<file path="src/rtl/alu_arbiter.sv">
// alu_arbiter: round-robin front end sharing one sequential ALU
// between two requesters, with a watchdog on every issued operation.
module alu_arbiter #(
    parameter int W       = 4,
    parameter int TIMEOUT = 32
) (
    input  logic           clk,
    input  logic           nrst,
    input  logic           req0,
    input  logic [1:0]     op0,
    input  logic [W-1:0]   a0,
    input  logic [W-1:0]   b0,
    output logic           ack0,
    input  logic           req1,
    input  logic [1:0]     op1,
    input  logic [W-1:0]   a1,
    input  logic [W-1:0]   b1,
    output logic           ack1,
    output logic           rvalid0,
    output logic           rvalid1,
    output logic [2*W-1:0] rdata,
    output logic           err,
    output logic           alu_en,
    output logic [1:0]     alu_opcode,
    output logic [W-1:0]   alu_a,
    output logic [W-1:0]   alu_b,
    input  logic           alu_done,
    input  logic [2*W-1:0] alu_result,
    output logic           busy
);

    typedef enum logic [1:0] {
        IDLE      = 2'd0,
        WAIT_BUSY = 2'd1,
        WAIT_DONE = 2'd2
    } state_t;

    localparam logic [7:0] CNT_LAST = 8'(TIMEOUT - 1);

    state_t         state_q, state_d;
    logic           last_q, last_d;
    logic           gnt_q, gnt_d;
    logic [7:0]     cnt_q, cnt_d;
    logic           ack0_q, ack0_d;
    logic           ack1_q, ack1_d;
    logic           rvalid0_q, rvalid0_d;
    logic           rvalid1_q, rvalid1_d;
    logic           err_q, err_d;
    logic           en_q, en_d;
    logic [2*W-1:0] rdata_q, rdata_d;
    logic [1:0]     opc_q, opc_d;
    logic [W-1:0]   a_q, a_d;
    logic [W-1:0]   b_q, b_d;

    logic           pick;
    logic           complete;
    logic           abort;

    // Grant choice: 1 selects requester 1; ties go to the one not served last.
    always_comb begin
        pick = 1'b0;
        unique case (1'b1)
            (req0 && req1):  pick = ~last_q;
            (req1 && !req0): pick = 1'b1;
            default:         pick = 1'b0;
        endcase
    end

    always_comb begin
        state_d   = state_q;
        last_d    = last_q;
        gnt_d     = gnt_q;
        cnt_d     = cnt_q;
        ack0_d    = 1'b0;
        ack1_d    = 1'b0;
        rvalid0_d = 1'b0;
        rvalid1_d = 1'b0;
        err_d     = 1'b0;
        en_d      = 1'b0;
        rdata_d   = rdata_q;
        opc_d     = opc_q;
        a_d       = a_q;
        b_d       = b_q;
        complete  = 1'b0;
        abort     = 1'b0;

        unique case (state_q)
            IDLE: begin
                if (req0 || req1) begin
                    gnt_d   = pick;
                    last_d  = pick;
                    opc_d   = pick ? op1 : op0;
                    a_d     = pick ? a1 : a0;
                    b_d     = pick ? b1 : b0;
                    ack0_d  = ~pick;
                    ack1_d  = pick;
                    en_d    = 1'b1;
                    cnt_d   = 8'd0;
                    state_d = WAIT_BUSY;
                end
            end
            WAIT_BUSY: begin
                // A done still high here is left over from the previous op.
                if (cnt_q == CNT_LAST) begin
                    abort = 1'b1;
                end else begin
                    cnt_d = cnt_q + 8'd1;
                    if (!alu_done) begin
                        state_d = WAIT_DONE;
                    end
                end
            end
            WAIT_DONE: begin
                if (alu_done) begin
                    complete = 1'b1;
                end else if (cnt_q == CNT_LAST) begin
                    abort = 1'b1;
                end else begin
                    cnt_d = cnt_q + 8'd1;
                end
            end
            default: begin
                state_d = IDLE;
            end
        endcase

        if (complete || abort) begin
            state_d   = IDLE;
            rvalid0_d = ~gnt_q;
            rvalid1_d = gnt_q;
            err_d     = abort;
            rdata_d   = complete ? alu_result : '0;
        end
    end

    always_ff @(posedge clk) begin
        if (!nrst) begin
            state_q   <= IDLE;
            last_q    <= 1'b1;
            gnt_q     <= 1'b0;
            cnt_q     <= 8'd0;
            ack0_q    <= 1'b0;
            ack1_q    <= 1'b0;
            rvalid0_q <= 1'b0;
            rvalid1_q <= 1'b0;
            err_q     <= 1'b0;
            en_q      <= 1'b0;
            rdata_q   <= '0;
            opc_q     <= 2'd0;
            a_q       <= '0;
            b_q       <= '0;
        end else begin
            state_q   <= state_d;
            last_q    <= last_d;
            gnt_q     <= gnt_d;
            cnt_q     <= cnt_d;
            ack0_q    <= ack0_d;
            ack1_q    <= ack1_d;
            rvalid0_q <= rvalid0_d;
            rvalid1_q <= rvalid1_d;
            err_q     <= err_d;
            en_q      <= en_d;
            rdata_q   <= rdata_d;
            opc_q     <= opc_d;
            a_q       <= a_d;
            b_q       <= b_d;
        end
    end

    assign ack0       = ack0_q;
    assign ack1       = ack1_q;
    assign rvalid0    = rvalid0_q;
    assign rvalid1    = rvalid1_q;
    assign rdata      = rdata_q;
    assign err        = err_q;
    assign alu_en     = en_q;
    assign alu_opcode = opc_q;
    assign alu_a      = a_q;
    assign alu_b      = b_q;
    assign busy       = (state_q != IDLE);

endmodule

</file>
<file path="config.mk">
export PLATFORM = sky130hd
export DESIGN_NAME = alu_arbiter
export DESIGN_NICKNAME = d
export VERILOG_FILES = /design/src/rtl/alu_arbiter.sv
export SDC_FILE = /design/constraint.sdc
export NUM_CORES = 1
export LEC_CHECK = 0
export BUFFER_PORTS_ARGS = -buffer_cell sky130_fd_sc_hd__buf_2
export CORE_MARGIN = 2
export CORE_UTILIZATION = 43
export CTS_CLUSTER_SIZE = 10
export DETAILED_ROUTE_END_ITERATION = 10
export MAX_ROUTING_LAYER = met4
export PLACE_DENSITY = 0.72
export SLEW_MARGIN = 25
export SYNTH_ARGS = -nofsm -noshare
export SYNTH_HDL_FRONTEND = slang
export SYNTH_SLANG_ARGS = --single-unit
export TNS_END_PERCENT = 30
</file>
<file path="constraint.sdc">
create_clock -name clk -period 1.8 [get_ports clk]
set_clock_uncertainty 0.15 [all_clocks]
set_input_delay 0.09 -clock clk [delete_from_list [all_inputs] [get_ports clk]]
set_output_delay 0.09 -clock clk [all_outputs]
set_load 0.01 [all_outputs]
</file>
==> metrics.txt <==
status complete, no violations; Routed WL slightly above 5 mm; height of the die between 60 and 70 um; post-synthesis sequential area ratio between 40% and 50%; synthesized instance count 160; Synth cell types 35; CTS tree yes; M1 GR Usage between 20 and 30%; fillers between 200 and 250; Crit. End Element flip-flop; deepest clock path buffer count 2; Initial Utilization 45.9%; ant diodes 0; # setup viols final 0; share of layout cells above drive strength 1 44.2%; post-DR vias/cell between 5 and 6; Rel. slew slack approximately 76%; PortBufs 57; CTS H-Tree Depth 2; Period Utilization, post-route between 90% and 100%; Period minus WS final 1.79 ns; worst-margin pin slew around 0.37 ns; commonest non-fill, non-tap cells in the layout 57 x buf_2, 31 x dfxtp_1, 30 x dlygate4sd3_1, 21 x buf_4, 15 x nor2_1; initial drt markers roughly 120; antenna-violating nets left 0; Max Transition Viols Final 0; maxcap violations 0; CP Data Arrival Time 1.92 ns; Routed WL per cell about 16 um; final net count ~310; Worst Path Max Fanout 8; initial antenna violation count 0; Syn. warnings 0; Total Neg Setup Slack 0 ns; Crit path required time approximately 1.9 ns; gr ovfl total 0; CTS Buf Count 5; placed cell count between 200 and 300; Tot GR Track Use about 26%; DIE WIDTH about 64 um; CTS Root Buffer Type clkbuf_4; IO Pins 58; Seq cells post-synth 36; pwr dens about 840 nW/um^2; DP HPWL roughly 2.8 mm; most common cell after layout, fill and taps aside buf_2; Min-Delay Path Class in -> reg; RD Place Congestion between 0.8 and 0.9; Initial DRT Pass Iterations 4; worst setup path category reg -> reg; M2 GR Usage roughly 47%; Post-Syn Nets 198; maximum VDD drop 0.000508 V; clock tree sinks 36; Startpoint Class flip-flop; Avg Cell Area, Syn slightly below 10 sq um; gr busiest metal met2; full die area 4140 sq um; register area roughly 730 sq um; Final Util 76.0%; largest net degree at the start of global routing 21; final instance area 2590 sq um; DP Area just over 2000 sq um; number of core rows 21; Via Count 1690; DRC Markers 0; wire length of the first global-routing pass 7.97 mm; fmax 558 MHz; number of global-route vias before repair between 1500 and 2000; core area about 3400 sq um; synthesized area about 1600 sq um; clk_lat worst skew 0.34 ns; final-report hold violation count 0; Final Non-Filler Cells 320; P&R area growth vs syn 65.5%; multi-input logic area about 940 sq um; RSZ-0062 raised after global routing yes; clock-pin transition on the worst setup and hold timing paths about 0.1 ns; reg2reg setup slack about 0.0086 ns; P_leak approximately 1.1 nW; GR Util met3 around 6%
[final timing paths]
kind,startpoint,to,cells past startpoint
max,state_q[0],cnt_q[3],6
max reg2reg,state_q[0],cnt_q[3],6
min reg2reg,gnt_q,rvalid0,1
min,req0,last_q,3
[stage by stage]
stage	hold slack, ns	setup WS, ns	power, W
2_1_floorplan	0.0162	-0.0466	0.00129
3_3_place_gp	0.150	-0.186	0.00153
3_5_place_dp	0.155	-0.283	0.00154
4_1_cts	0.0104	0.00330	0.00209
5_1_grt	0.0473	-0.0527	0.00231
6_report	0.0132	0.00863	0.00219
[cell families after synthesis]
group,count (synthesis),share of synthesized area (%)
AOI/OAI and AO/OA,49,21.5
adders and majority gates,5,3.99
buffers and inverters,12,3.51
DFF,36,46.0
muxes,10,6.38
and+or+nand+nor,48,18.7
[cells in the mapped netlist, drive strengths merged]
cell	count	area (sq um)
a211oi	10	75.1
a21boi	1	11.3
a21oi	12	60.1
a22o	8	70.1
a31oi	1	6.26
and2	3	18.8
and3	4	35.0
and4	1	10.0
buf	3	21.3
clkbuf	3	11.3
clkinv	1	3.75
dfxtp	36	721
ha	5	62.6
inv	5	18.8
mux2i	10	100
nand2	5	18.8
nand3	4	25.0
nand4	2	12.5
nand4b	1	8.76
nor2	15	56.3
nor3	2	10.0
nor3b	2	15.0
nor4	1	6.26
nor4b	1	23.8
o211a	1	10.0
o21a	2	15.0
o21ai	8	40.0
o221a	1	11.3
o31ai	5	37.5
or3	1	6.26
or3b	1	8.76
or4	5	37.5
[area by class of cell]
class / instances / share of cell area, %
inverters: 6 / 0.868
flip-flops and latches: 36 / 28.1
clock buffers: 7 / 2.51
well taps: 46 / 2.22
repair buffers: 111 / 30.0
multi-input cells: 114 / 36.3
[repair_timing]
item                       4_1_cts  5_1_grt
pin swaps                        8       17
setup endpoints to repair       16       23
setup buffers                    1        5
hold buffers                    31        0
hold endpoints to repair        21        0
cloned                           0        2
resized for setup                9       29
[power breakdown]
group          internal (W)  switching (W)  leakage (nW)
clock network      0.000221       0.000255        0.0374
registers          0.000888      0.0000535         0.296
logic              0.000382       0.000390         0.790
total               0.00149       0.000699          1.12
[state kept, by name, summed over array words and instances, names as in the netlist]
register,count
state_q,2
last_q,1
rvalid1,1
err,1
alu_b,4
alu_en,1
alu_opcode,2
rdata,8
gnt_q,1
cnt_q,8
alu_a,4
ack0,1
rvalid0,1
ack1,1
[worst max-delay path, cell delays in order, from the launching register on]
cell,delay [ns]
dfxtp_2,0.34
buf_4,0.13
ha_2,0.19
a21oi_4,0.19
nand2_4,0.11
or4_4,0.49
a21oi_2,0.12
[metal layers]
metal  routed length, um  part of all wire, %  vias up
met1                1980                   39      798
li1                    -                    -      831
met4                  93                  1.8        0
met2                2790                   55       52
met3                 233                  4.6        9
met5                   0                    0        -
(Power assumes the default switching activity.)
